`src/rtl/cpu_pkg.sv`:
```
// cpu_pkg: shared core-wide widths, reset vector, NOP encoding and fetch entry type
package cpu_pkg;
  localparam int XLEN = 32;
  localparam logic [XLEN-1:0] RESET_PC_DEFAULT = 32'h0000_0000;
  localparam logic [XLEN-1:0] INSTR_NOP = 32'h0000_0013;
  typedef struct packed {
    logic [XLEN-1:0] pc;
    logic [XLEN-1:0] instr;
  } fetch_entry_t;
endpackage

```
`src/rtl/fetch_fifo.sv`:
```
// fetch_fifo: small circular buffer of fetched entries with flush
// Ports: clk, rst_n (async active-low); push/push_data write the tail; pop advances the head;
// flush empties the buffer; count/empty/full report occupancy; head is the oldest entry.
module fetch_fifo #(
  parameter int DEPTH = 2,
  parameter type T = logic [63:0]
) (
  input  logic                     clk,
  input  logic                     rst_n,
  input  logic                     push,
  input  T                         push_data,
  input  logic                     pop,
  input  logic                     flush,
  output logic [$clog2(DEPTH):0]   count,
  output logic                     empty,
  output logic                     full,
  output T                         head
);
  localparam int AW = $clog2(DEPTH);
  T mem [DEPTH];
  logic [AW-1:0] rd, wr;
  assign empty = count == '0;
  assign full = count == (AW+1)'(DEPTH);
  assign head = mem[rd];
  // Pointers wrap naturally because DEPTH is a power of two.
  always_ff @(posedge clk or negedge rst_n) begin
    if (!rst_n) begin
      for (int i = 0; i < DEPTH; i++) mem[i] <= '0;
      rd <= '0;
      wr <= '0;
      count <= '0;
    end else if (flush) begin
      rd <= '0;
      wr <= '0;
      count <= '0;
    end else begin
      if (push) begin
        mem[wr] <= push_data;
        wr <= wr + 1'b1;
      end
      if (pop) rd <= rd + 1'b1;
      count <= count + (AW+1)'(push) - (AW+1)'(pop);
    end
  end
endmodule

```
`src/rtl/instr_fetch.sv`:
```
// instr_fetch: sequential fetch address generation, in-order response buffering and redirect flush
// Ports: clk, rst_n (async active-low); imem_req_* issues word addresses with valid/ready;
// imem_resp_* returns in-order instructions; redirect_* retargets fetch and flushes;
// id_* presents {pc, instr} to decode with valid/ready.
module instr_fetch #(
  parameter int XLEN = cpu_pkg::XLEN,
  parameter logic [XLEN-1:0] RESET_PC = cpu_pkg::RESET_PC_DEFAULT,
  parameter int FIFO_DEPTH = 2
) (
  input  logic            clk,
  input  logic            rst_n,
  output logic            imem_req_valid,
  input  logic            imem_req_ready,
  output logic [XLEN-1:0] imem_req_addr,
  input  logic            imem_resp_valid,
  input  logic [XLEN-1:0] imem_resp_data,
  input  logic            redirect_valid,
  input  logic [XLEN-1:0] redirect_pc,
  output logic            id_valid,
  input  logic            id_ready,
  output logic [XLEN-1:0] id_instr,
  output logic [XLEN-1:0] id_pc
);
  import cpu_pkg::*;
  localparam int CW = $clog2(FIFO_DEPTH) + 1;
  logic [XLEN-1:0] fetch_pc, resp_pc, redirect_tgt;
  logic [CW-1:0] outstanding, drop_cnt, fifo_count;
  logic fifo_empty, fifo_full, req_fire, resp_drop, push, pop;
  fetch_entry_t head;
  assign redirect_tgt = redirect_pc & ~XLEN'(3);
  // Only issue when every in-flight response is guaranteed a FIFO slot.
  assign imem_req_valid = rst_n && !redirect_valid && drop_cnt == '0
                          && (outstanding + fifo_count < CW'(FIFO_DEPTH));
  assign imem_req_addr = fetch_pc;
  assign req_fire = imem_req_valid && imem_req_ready;
  assign resp_drop = imem_resp_valid && drop_cnt != '0;
  assign push = imem_resp_valid && drop_cnt == '0 && !redirect_valid;
  assign id_valid = rst_n && !fifo_empty && !redirect_valid;
  assign pop = id_valid && id_ready;
  assign id_instr = head.instr;
  assign id_pc = head.pc;
  fetch_fifo #(.DEPTH(FIFO_DEPTH), .T(fetch_entry_t)) u_fifo (
    .clk(clk),
    .rst_n(rst_n),
    .push(push && (!fifo_full || pop)),
    .push_data('{pc: resp_pc, instr: imem_resp_data}),
    .pop(pop),
    .flush(redirect_valid),
    .count(fifo_count),
    .empty(fifo_empty),
    .full(fifo_full),
    .head(head)
  );
  // Responses still owed to the old stream accumulate in drop_cnt across back-to-back redirects.
  always_ff @(posedge clk or negedge rst_n) begin
    if (!rst_n) begin
      fetch_pc <= RESET_PC;
      resp_pc <= RESET_PC;
      outstanding <= '0;
      drop_cnt <= '0;
    end else if (redirect_valid) begin
      fetch_pc <= redirect_tgt;
      resp_pc <= redirect_tgt;
      drop_cnt <= drop_cnt + outstanding - CW'(imem_resp_valid);
      outstanding <= '0;
    end else begin
      fetch_pc <= req_fire ? fetch_pc + XLEN'(4) : fetch_pc;
      resp_pc <= push ? resp_pc + XLEN'(4) : resp_pc;
      outstanding <= outstanding + CW'(req_fire) - CW'(push);
      drop_cnt <= drop_cnt - CW'(resp_drop);
    end
  end
endmodule

```
`config.mk`:
```
export PLATFORM = sky130hd
export DESIGN_NAME = instr_fetch
export DESIGN_NICKNAME = d
export VERILOG_FILES = /design/src/rtl/cpu_pkg.sv /design/src/rtl/fetch_fifo.sv /design/src/rtl/instr_fetch.sv
export SDC_FILE = /design/constraint.sdc
export NUM_CORES = 1
export LEC_CHECK = 0
export BUFFER_PORTS_ARGS = -buffer_cell sky130_fd_sc_hd__buf_4
export CORE_UTILIZATION = 56
export CTS_CLUSTER_DIAMETER = 40
export CTS_CLUSTER_SIZE = 10
export DETAILED_ROUTE_END_ITERATION = 16
export PLACE_DENSITY_LB_ADDON = 0.12
export SYNTH_ARGS = -nofsm -noshare
export SYNTH_HDL_FRONTEND = slang
export SYNTH_SLANG_ARGS = --single-unit
```
`constraint.sdc`:
```
create_clock -name clk -period 3.15 [get_ports clk]
set_clock_uncertainty 0.05 [all_clocks]
set_input_delay 0.63 -clock clk [delete_from_list [all_inputs] [get_ports clk]]
set_output_delay 0.63 -clock clk [all_outputs]
set_load 0.1 [all_outputs]
```
* Word level (Yosys, flattened, before mapping)
Index checks and enable logic that the tools add are counted.
** Cells by class
- Bitwise gates (word level) :: 3
- $add $sub $neg :: 12
- Muxes and demuxes :: 17
- Reduce and logical (&&, ||, !) cells :: 24
- Equality and inequality tests :: 1
- $lt $le $gt $ge :: 4
** Operators by type and width (number)
- two-way mux 64 bit :: 4
- bitwise mux 128 bit :: 1
- two-way mux 32 bit :: 4
- adder 32 x 3 -> 32 bit, second input constant :: 2
- demux 64 bit (select 1 bit) :: 1
- logical AND 1 bit :: 12
- nonzero test 2 bit :: 5
- subtractor 2 x 1 -> 2 bit :: 4
- two-way mux 2 bit :: 3
- adder 2 x 1 -> 2 bit :: 2
- adder 2 bit :: 2
- >= comparator 2 bit, second input constant :: 2
- zero test 2 bit :: 2
- two-way mux 1 bit :: 4
- NOT 1 -> 2 bit :: 2
- zero test 1 bit :: 3
- adder 1 bit, second input constant :: 2
- equality test 2 bit, second input constant :: 1
- < comparator 2 x 1 -> 1 bit, second input constant :: 1
- < comparator 2 bit, second input constant :: 1
- AND reduction 2 bit :: 1
- logical OR 1 bit :: 1
- NOT 1 bit :: 1
** Word-level totals
- Bits in registers :: 200
- Word-level logic and storage cells :: 72

* Depth between registers and ports, before layout
Gate-level depths: netlist of the first run.
- Depth in word-level cells :: 10
- Mapped depth :: 11
- Gate-level depth less buffers :: 10

* Hierarchy
A second synthesis of the first run with hierarchy kept.
** Unflattened totals
- Cell total of the unflattened synthesis :: 765
- Area total of the unflattened synthesis :: 9880.7 um^2
** Modules (own cells, without submodules)
- fetch_fifo :: sequential area each 3303.2 um^2, times used 1, area each 6058.3 um^2, cells each 360
- instr_fetch :: sequential area each 1601.5 um^2, times used 1, area each 3822.4 um^2, cells each 405

* Worst setup path before layout of the first run
No wires, ideal clock.
- Path kind :: input-to-reg
- From :: in redirect_valid
- To :: reg u_fifo.count[1]
- Data required time :: 2.968 ns
- Path buffers :: 1
- Stages :: 10
- Setup slack :: 0.393 ns
- Data arrival time :: 2.575 ns
- Cells stage by stage :: buf_2 -> inv_1 -> o211a_1 -> and2_1 -> ha_1 -> inv_1 -> ha_1 -> xor2_1 -> xnor2_1 -> nor2_1
** On the way
- Word-level cells in the longest chain between the ends :: 8
- Elaborated cells between the ends (all ways) :: 9
** RTL lines
- start: declaration :: RTL line instr_fetch.sv:17 : input logic redirect_valid,
- zero test 1 bit * :: RTL line instr_fetch.sv:38 : assign id_valid = rst_n && !fifo_empty && !redirect_valid;
- logical AND 1 bit * :: RTL line instr_fetch.sv:38
- named net id_valid :: RTL line instr_fetch.sv:19 : output logic id_valid,
- logical AND 1 bit * :: RTL line instr_fetch.sv:39 : assign pop = id_valid && id_ready;
- logical OR 1 bit :: RTL line instr_fetch.sv:45 : .push(push && (!fifo_full || pop)),
- logical AND 1 bit :: RTL line instr_fetch.sv:45
- adder 2 x 1 -> 2 bit :: RTL line fetch_fifo.sv:42 : count <= count + (AW+1)'(push) - (AW+1)'(pop);
- subtractor 2 x 1 -> 2 bit * :: RTL line fetch_fifo.sv:42
- two-way mux 2 bit * :: RTL line fetch_fifo.sv:32 : end else if (flush) begin
- end signal: assignment :: RTL line fetch_fifo.sv:42
- end: declaration :: RTL line fetch_fifo.sv:14 : output logic [$clog2(DEPTH):0] count,
The timed path passes the listed nets; every way through them passes the cells marked *.
A chain may end at the register's enable or synchronous reset.

* Final worst setup path of the first run
- From :: in rst_n
- To :: out imem_req_valid
** On the way
- Word-level cells in the longest chain between the ends :: 3
** RTL lines
- start: declaration :: RTL line instr_fetch.sv:11 : input logic rst_n,
- logical AND 1 bit (2 in a row) :: RTL line instr_fetch.sv:32 : assign imem_req_valid = rst_n && !redirect_valid && drop_cnt == '0
- logical AND 1 bit :: RTL line instr_fetch.sv:33 : && (outstanding + fifo_count < CW'(FIFO_DEPTH));
- end: declaration :: RTL line instr_fetch.sv:12 : output logic imem_req_valid,
Every way passes these cells.

==> results of run 1 <==
-- metrics by stage --
step | utilization (%) | total power [mW] | area [um2] | hold WS, ps | setup WS [ps]
final | 71.0 | 11.8 | 11400 | 367 | 251
after global routing | 71.0 | 12.3 | 11400 | 374 | 117
after CTS | 71.0 | 11.9 | 11400 | 359 | 131
after detailed placement | 67.1 | 9.61 | 10800 | 416 | 330
after global placement | 67.1 | 9.44 | 10800 | 415 | 391
after floorplan | - | 8.37 | 9360 | 284 | 393
-- area by class of cell --
type / instances / area, um2
sequential: 192 / 4810
fill: 1158 / 4670
multi-input combinational: 507 / 4330
timing repair buffer: 177 / 1360
clock buffer: 18 / 439
tap: 216 / 270
clock inverter: 14 / 179
inverter: 18 / 67.6
-- cells by family (layout without fill, tap and decap cells) --
| group | count (synthesis) | after routing | synth area share (%) |
|---|---|---|---|
| buffers and inverters | 57 | 227 | 2.65 |
| muxes | 211 | 211 | 25.4 |
| DFF | 192 | 192 | 51.4 |
| xor gates and xnor gates | 54 | 54 | 5.30 |
| AOI/OAI and AO/OA | 56 | 56 | 3.97 |
| adders and majority gates | 9 | 9 | 1.20 |
| other | 1 | 4 | 0.0401 |
| and+or+nand+nor | 173 | 173 | 10.1 |
-- routing by layer --
metal / routed length [um] / vias up / share of wire (%)
met5: 0 / - / 0
met4: 398 / 0 / 1.8
met3: 1360 / 31 / 6.2
met2: 11000 / 236 / 50
met1: 9160 / 3335 / 42
li1: - / 3026 / -
-- sequential cells by signal, indices dropped and copies added (netlist names) --
signal         count
drop_cnt           2
imem_req_addr     30
outstanding        2
resp_pc           30
u_fifo.count       2
u_fifo.mem       124
u_fifo.rd          1
u_fifo.wr          1
-- cell usage after synthesis, types with 2 or more instances --
master and instances:
xor2_1 29, o21ai_0 18, o311ai_0 2, or3_1 4, a31oi_1 5, and3_1 10, nand3_1 28, a211o_1 2
nor4_1 9, and2_1 6, inv_1 17, xor2_2 2, clkbuf_1 19, nor3_1 9, a21oi_1 8, buf_4 4
o41ai_1 2, o211ai_1 4, a21boi_0 2, nand4_1 27, buf_1 6, buf_2 9, o221ai_1 3, nor2b_1 4
mux2i_1 3, dfrtp_1 192, mux2_2 208, nor4b_1 2, nor2_1 22, nand2_1 36, xnor2_1 22, ha_1 9
-- report_power, final --
| group | switching [mW] | leakage [nW] | total, mW | internal (mW) |
|---|---|---|---|---|
| sequential | 0.482 | 2.39 | 3.68 | 3.20 |
| clock | 0.959 | 0.299 | 2.24 | 1.28 |
| combinational | 4.27 | 2.57 | 5.89 | 1.62 |
-- final timing paths --
kind,from,end,slack (ps)
worst max-delay path,rst_n,imem_req_valid,250
worst min-delay path,redirect_pc[4],resp_pc[4],370
worst max register to register,u_fifo.count[1],outstanding[0],660
worst min register to register,u_fifo.mem[75],u_fifo.mem[75],450
max in group asynchronous,rst_n,u_fifo.rd,920
min in group asynchronous,rst_n,imem_req_addr[21],550
-- critical path: stages --
cell	delay [ps]
dlygate4sd3_1	550
buf_6	190
nor4b_2	340
and2_1	200
buf_4	290
-- timing repair --
item	in CTS	in global routing
gates resized for setup	0	1
hold buffers	1	0
setup endpoints to repair	0	3
setup buffers	0	0
hold endpoints to repair	8	0
==> metrics, run 1 <==
status=finished clean; P&R area growth vs syn=22.4%; FF-to-FF path depth=8; std cell rows=46; Mapped Cells=753; Lkg Pwr=5.26 nW; worst slew pin tran=720 ps; Die X-Extent=131 um; crit path kind=input port to output port; worst-path fanout max=13; slew margin rel.=52.0%; Antenna Cells=0; vias in the first global route=7034; routability cong.=0.919; CTS clk-pin slew, worst paths=70 ps; post-synth design cell area=9350 um2; depth of the worst hold-timing path=3; share of cells above drive strength 1=46.7%; final wirelength=21.9 mm; Ys Warns=0; Max clock buf depth=2; Synth cell types=62; global-route wire length before repair=36.6 mm; HPWL after DPL=15.3 mm; Final Max Tran Viols=0; Arrival @ worst endpoint=2220 ps; setup TNS=0 ps; FMAX=0.345 GHz; Top-Level Pins=168; total gr overflow=0; pwr dens=1030 nW/um2; IO Port Bufs=161; GR Util met2=45.0%; die outline height=131 um; most frequent cells in the layout=mux2_2, dfrtp_1, buf_4; final worst path period share=92.0%; register bit total from synthesis=192; total CTS buffers=17; top_reg_cell synth=dfrtp_1; register area share after synthesis=51.4%; Max IR drop VDD=0.000577 V; largest net degree at the start of global routing=63; Remaining DRCs=0; Finished Layout Cells=1142; initial antenna violation count=0; CTS H-tree lvls=4; met3 usage=4.94%; Post-synth EDFFs=0; Hold WC Path Type=input port to flip-flop; clock tree sinks=192; via count=6628; FFs w/ async S/R, synth=100%; commonest non-fill, non-tap cell in the layout=mux2_2; Total Routing Usage GR=26.7%; core area=16100 um2; CTS tree=built; 1st-iter DRT viols=339; Die ar.=17200 um2; DR pass1 iterations=5; number of setup violations in the final report=0; dpl cells=1109; Initial Util=58.0%; Area contributors post-synth=dfrtp_1, mux2_2, xor2_1; global-route track usage on met1=34.7%; Post-Syn Area per Cell=12.4 um2; WL per Instance=19.2 um; Via density=5.80; Hold Fails Final Rpt=0; clk_lat worst skew=430 ps; cell accounting for the most synthesized area=dfrtp_1; Tmin final=2900 ps; worst endpoint required time=2470 ps; Crit. End Element=output port; top cell type's share of synthesized area=51.4%; RSZ-0062 raised after global routing=no; Top Usage Layer GRT=met2; kind of start point of the critical path=input port; Root Driver=clkbuf_16; Antenna Nets Post-Route=0; max_cap viols=0; final net count=992
Note: power is estimated with default switching activity, not from simulation.
==> run 2, diff against run 1 <==
--- a/config.mk
+++ b/config.mk
@@ -6,11 +6,12 @@
 export NUM_CORES = 1
 export LEC_CHECK = 0
 export BUFFER_PORTS_ARGS = -buffer_cell sky130_fd_sc_hd__buf_4
-export CORE_UTILIZATION = 56
+export CORE_UTILIZATION = 57
 export CTS_CLUSTER_DIAMETER = 40
 export CTS_CLUSTER_SIZE = 10
 export DETAILED_ROUTE_END_ITERATION = 16
 export PLACE_DENSITY_LB_ADDON = 0.12
 export SYNTH_ARGS = -nofsm -noshare
 export SYNTH_HDL_FRONTEND = slang
+export SYNTH_HIERARCHICAL = 1
 export SYNTH_SLANG_ARGS = --single-unit
==> metrics, run 2 <==
worst slew pin tran=1070 ps (was 720 ps); Max IR drop VDD=0.000890 V (was 0.000577 V); register area share after synthesis=49.6% (was 51.4%); 1st-iter DRT viols=449 (was 339); Root Driver=clkbuf_16 (unchanged); initial antenna violation count=0 (unchanged); final worst path period share=88.9% (was 92.0%); Top reg by flops=u_fifo/mem (was u_fifo.mem); share of cells above drive strength 1=46.2% (was 46.7%); fillers=1175 (was 1158); P&R area growth vs syn=21.0% (was 22.4%); Post-synth EDFFs=0 (unchanged); Sequential Power Share=30.7% (was 31.2%); Synth cell types=61 (was 62); Place WS=243 ps (was 330 ps); Hold WC Path Type=input port to asynchronous set/reset pin (was input port to flip-flop); global-route wire length before repair=37.3 mm (was 36.6 mm); Via density=5.84 (was 5.80); post-synth design cell area=9880 um2 (was 9350 um2); core area=16800 um2 (was 16100 um2); Initial Util=59.0% (was 58.0%); Antenna Cells=0 (unchanged); cell accounting for the most synthesized area=dfrtp_1 (unchanged); slew margin rel.=28.9% (was 52.0%); top cell type's share of synthesized area=49.6% (was 51.4%); post-layout utilization of the core=71.3% (was 71.0%); Final Max Tran Viols=0 (unchanged); total gr overflow=0 (unchanged); max reg flops=128 (was 124); clock tree sinks=196 (was 192); Crit. End Element=output port (unchanged); worst endpoint required time=2470 ps (about the same); max_cap viols=0 (unchanged); IO Port Bufs=163 (was 161); WL per Instance=19.7 um (was 19.2 um); Remaining DRCs=0 (unchanged); routability cong.=0.908 (was 0.919); Tmin final=2800 ps (was 2900 ps); via count=6804 (was 6628); worst hold slack=297 ps (was 367 ps); CTS tree=built (unchanged); worst-path fanout max=6 (was 13); crit path kind=flip-flop to output port (was input port to output port); vias in the first global route=6955 (was 7034); total CTS buffers=17 (unchanged); clk_lat worst skew=430 ps (about the same); Commonest cells post-synth=dfrtp_1, mux2_2, mux2_4 (was mux2_2, dfrtp_1, nand2_1); count leader, synth=dfrtp_1 (was mux2_2); Total Routing Usage GR=27.0% (was 26.7%); pwr dens=1010 nW/um2 (was 1030 nW/um2); top_reg_cell synth=dfrtp_1 (unchanged); Antenna Nets Post-Route=0 (unchanged); register bit total from synthesis=196 (was 192); Top-Level Pins=168 (unchanged); min setup slack post-route=351 ps (was 251 ps); clock share of power=19.3% (was 19.0%); Lkg Pwr=5.62 nW (was 5.26 nW); design area=12000 um2 (was 11400 um2); Comb pwr share=49.9% (about the same); die outline height=134 um (was 131 um); Hold-fix buffers, CTS=0 (was 1); commonest non-fill, non-tap cell in the layout=dfrtp_1 (was mux2_2); Int Power=6.31 mW (was 6.11 mW); Mapped Cells=765 (was 753); CTS H-tree lvls=4 (unchanged); Ys Warns=6 (was 0); DR pass1 iterations=5 (unchanged); Hold Fails Final Rpt=0 (unchanged); CTS clk-pin slew, worst paths=70 ps (about the same); Post-CTS Setup Inserts=0 (unchanged); Die X-Extent=134 um (was 131 um); placed inst area=11300 um2 (was 10800 um2); Arrival @ worst endpoint=2120 ps (was 2220 ps); final net count=1013 (was 992); largest net degree at the start of global routing=86 (was 63); post-CTS resize count=0 (unchanged); kind of start point of the critical path=flip-flop (was input port); FFs w/ async S/R, synth=100% (unchanged); FMAX=0.357 GHz (was 0.345 GHz); status=finished clean (unchanged); Die ar.=17900 um2 (was 17200 um2); setup TNS=0 ps (unchanged); most frequent cells in the layout=dfrtp_1, buf_4, mux2_2 (was mux2_2, dfrtp_1, buf_4); Max clock buf depth=2 (unchanged); Post-Syn Area per Cell=12.9 um2 (was 12.4 um2); RSZ-0062 raised after global routing=no (unchanged); HPWL after DPL=15.8 mm (was 15.3 mm); number of setup violations in the final report=0 (unchanged); final wirelength=22.9 mm (was 21.9 mm); Switch Pwr=5.80 mW (was 5.71 mW); Area contributors post-synth=dfrtp_1, mux2_2, mux2_4 (was dfrtp_1, mux2_2, xor2_1); std cell rows=47 (was 46); sw frac=47.9% (was 48.3%)
## run 2: cell types whose count changed after synthesis, moves of 7 or more
cell / previous run / this run
o21ai_0: 18 / 25
buf_6: 1 / 8
mux2_4: 0 / 60
nand4_1: 27 / 18
mux2_2: 208 / 146
## run 2: layer usage
metal / wire, um / global-route usage, %
met1: 10400 / 38.1
met2: 10900 / 42.8
met3: 1320 / 4.68
met4: 310 / 7.77
met5: 0 / 0
## run 2: worst max-delay path, stage by stage, from the launching register on
cell and delay, ps:
dfrtp_1 420, xor2_1 270, xor2_1 480, and2_1 220
buf_4 290
## run 2: final cells by class
type | count | area [um2] | share of cell area [%]
sequential | 196 | 4910 | 41.0
tap | 220 | 275 | 2.30
clock inverter | 13 | 198 | 1.65
multi-input combinational | 519 | 4630 | 38.8
inverter | 15 | 56.3 | 0.471
clock buffer | 18 | 439 | 3.67
timing repair buffer | 185 | 1450 | 12.1
## run 2: logic make-up (layout without fill, tap and decap cells)
family                   after synthesis  in the layout  share of synthesized area [%]
AND/OR/NAND/NOR                      176            176                           9.88
other                                  1              6                         0.0380
flip-flops                           196            196                           49.6
XOR/XNOR                              49             49                           4.48
adder cells (fa/ha/maj)                9              9                           1.14
buffers and inverters                 55            231                           3.86
multiplexers                         213            213                           26.5
AO/OA/AOI/OAI                         66             66                           4.43
## run 2: power groups by stage
stage | clock network, mW | registers, mW | logic (mW)
2_1_floorplan | 0 | 3.91 | 4.64
3_3_place_gp | 0 | 3.69 | 5.98
3_5_place_dp | 0 | 3.76 | 6.05
4_1_cts | 2.38 | 3.72 | 6.08
5_1_grt | 2.50 | 3.82 | 6.26
6_report | 2.34 | 3.72 | 6.04
## run 2: final timing paths
kind | from | end | slack (ps) | depth (start not counted)
setup / recovery | u_fifo/count[1] | imem_req_valid | 350 | 4
hold / removal | rst_n | u_fifo/mem[26] | 300 | 2
setup reg to reg | drop_cnt[0] | u_fifo/mem[102] | 510 | 6
hold reg to reg | u_fifo/mem[119] | u_fifo/mem[119] | 450 | 1
max in group asynchronous | rst_n | u_fifo/mem[47] | 1220 | 3
min in group clk | imem_resp_data[28] | u_fifo/mem[28] | 380 | 2
## run 2: per-stage QoR
| step | power (mW) | cells |
|---|---|---|
| floorplan | 8.56 | 770 |
| global placement | 9.66 | 1135 |
| detailed placement | 9.81 | 1135 |
| CTS | 12.2 | 1166 |
| global route | 12.6 | 1166 |
| finish | 12.1 | 1166 |
==> run 3, diff against run 2 <==
--- a/config.mk
+++ b/config.mk
@@ -6,7 +6,8 @@
 export NUM_CORES = 1
 export LEC_CHECK = 0
 export BUFFER_PORTS_ARGS = -buffer_cell sky130_fd_sc_hd__buf_4
-export CORE_UTILIZATION = 57
+export CORE_UTILIZATION = 59
+export CTS_BUF_LIST = sky130_fd_sc_hd__clkbuf_4
 export CTS_CLUSTER_DIAMETER = 40
 export CTS_CLUSTER_SIZE = 10
 export DETAILED_ROUTE_END_ITERATION = 16
==> metrics, run 3 (same netlist as run 2, synthesis figures left out) <==
Final Max Tran Viols=0 (unchanged); Via density=5.84 (about the same); R2R Path Start=drop_cnt[0] (unchanged); r2r endpoint=u_fifo/mem[114] (was u_fifo/mem[102]); max reg flops=128 (unchanged); GR Util met2=39.9% (was 42.8%); slew margin rel.=28.5% (was 28.9%); Switch Pwr=5.63 mW (was 5.80 mW); 1st-iter DRT viols=511 (was 449); Root Driver=clkbuf_4 (was clkbuf_16); design area=11500 um2 (was 12000 um2); Remaining DRCs=0 (unchanged); global-route track usage on met1=37.9% (was 38.1%); total CTS buffers=17 (unchanged); CTS clk-pin slew, worst paths=160 ps (was 70 ps); kind of start point of the critical path=input port (was flip-flop); clock share of power=11.2% (was 19.3%); Sequential Power Share=33.8% (was 30.7%); Die X-Extent=131 um (was 134 um); Crit. End Element=output port (unchanged); CP endpoint=imem_req_valid (unchanged); met3 usage=5.25% (was 4.68%); most frequent cells in the layout=dfrtp_1, buf_4, mux2_2 (unchanged); Total Power=11.0 mW (was 12.1 mW); initial antenna violation count=1 (was 0); clock tree sinks=196 (unchanged); die outline height=131 um (was 134 um); number of setup violations in the final report=0 (unchanged); Comb pwr share=55.0% (was 49.9%); pwr dens=951 nW/um2 (was 1010 nW/um2); Arrival @ worst endpoint=2230 ps (was 2120 ps); Total Routing Usage GR=26.2% (was 27.0%); final wirelength=21.9 mm (was 22.9 mm); Die ar.=17300 um2 (was 17900 um2); most frequent CP cell=buf_4 (was xor2_1); worst setup path start=rst_n (was u_fifo/count[1]); placed inst area=11300 um2 (about the same); post-layout utilization of the core=71.5% (was 71.3%); worst slew pin tran=1070 ps (about the same); Initial Util=61.3% (was 59.0%); std cell rows=46 (was 47); sw frac=51.3% (was 47.9%); Max clock buf depth=2 (unchanged); Top reg by flops=u_fifo/mem (unchanged); FF-to-FF path depth=6 (unchanged); core area=16100 um2 (was 16800 um2); depth of the worst hold-timing path=2; P&R area growth vs syn=16.7% (was 21.0%); IO Port Bufs=163 (unchanged); largest net degree at the start of global routing=190 (was 86); HPWL after DPL=14.9 mm (was 15.8 mm); setup TNS=0 ps (unchanged); Post-CTS Setup Inserts=0 (unchanged); max_cap viols=0 (unchanged); Hold WC Path Type=input port to flip-flop (was input port to asynchronous set/reset pin); critical path, cell by cell=dlygate4sd3_1 > clkbuf_8 > nor4b_1 > buf_4 > and2_1 > buf_4 (was xor2_1 > xor2_1 > and2_1 > buf_4); critical path's slowest cell=dlygate4sd3_1 (was xor2_1); global-route wire length before repair=36.0 mm (was 37.3 mm); post-CTS resize count=0 (unchanged); CTS H-tree lvls=4 (unchanged); worst endpoint required time=2470 ps (about the same); worst-path fanout max=10 (was 6); FMAX=0.344 GHz (was 0.357 GHz); Max IR drop VDD=0.000578 V (was 0.000890 V); Top-Level Pins=168 (unchanged); CTS tree=built (unchanged); vias in the first global route=6857 (was 6955); RSZ-0062 raised after global routing=no (unchanged); crit path kind=input port to output port (was flip-flop to output port); Hold Fails Final Rpt=0 (unchanged); final net count=1007 (was 1013); routability cong.=0.920 (was 0.908); DR pass1 iterations=5 (unchanged); via count=6757 (was 6804); share of cells above drive strength 1=45.5% (was 46.2%); slowest stage delay, CP=560 ps (was 480 ps); Tmin final=2910 ps (was 2800 ps); reg2reg setup slack=510 ps (about the same); Int Power=5.34 mW (was 6.31 mW); clk_lat worst skew=550 ps (was 430 ps); Hold-fix buffers, CTS=1 (was 0); status=finished clean (unchanged); total gr overflow=0 (unchanged); Top Usage Layer GRT=met2 (unchanged); Antenna Nets Post-Route=0 (unchanged); WL per Instance=18.9 um (was 19.7 um); Lkg Pwr=5.42 nW (was 5.62 nW); commonest non-fill, non-tap cell in the layout=dfrtp_1 (unchanged); final worst path period share=92.3% (was 88.9%)
[run 3: cell type report]
type / instances / area [um2]
Sequential cell: 196 / 4910
Tap cell: 216 / 270
Multi-Input combinational cell: 519 / 4630
Antenna cell: 1 / 2.50
Inverter: 15 / 56.3
Fill cell: 1157 / 4590
Clock inverter: 13 / 111
Clock buffer: 19 / 143
Timing Repair Buffer: 179 / 1400
[run 3: routing by layer]
layer	routed length (um)	up-vias	part of all wire [%]
met4	289	0	1.3
met5	0	-	0
met1	9850	3374	45
li1	-	3081	-
met2	10300	272	47
met3	1470	30	6.7
[run 3: worst min-delay path by stage]
| stage | from | endpoint | slack (ps) |
|---|---|---|---|
| final | imem_resp_data[9] | u_fifo/mem[9] | 240 |
| after floorplan | rst_n | drop_cnt[0] | 280 |
| after detailed placement | rst_n | u_fifo/rd | 420 |
| after global placement | rst_n | u_fifo/rd | 410 |
| after global routing | imem_resp_data[9] | u_fifo/mem[9] | 190 |
| after CTS | imem_resp_data[9] | u_fifo/mem[9] | 190 |
[run 3: worst max-delay path, delay by kind of cell]
family        cells  cell delay, ps
buf+inv           4            1230
simple gates      2             360
[run 3: power by group through the flow]
stage | registers [mW] | logic [mW] | clock network, mW
after floorplan | 3.91 | 4.64 | 0
final | 3.71 | 6.03 | 1.23
after global placement | 3.68 | 5.96 | 0
after global routing | 3.81 | 6.23 | 1.38
after detailed placement | 3.76 | 6.03 | 0
after CTS | 3.71 | 6.05 | 1.28
[run 3: stage by stage]
step / hold slack [ps] / cells / worst slack (ps)
floorplan: 284 / 770 / 35.7
global placement: 415 / 1124 / 356
detailed placement: 419 / 1124 / 284
CTS: 195 / 1157 / 200
global route: 186 / 1158 / 103
finish: 241 / 1158 / 243
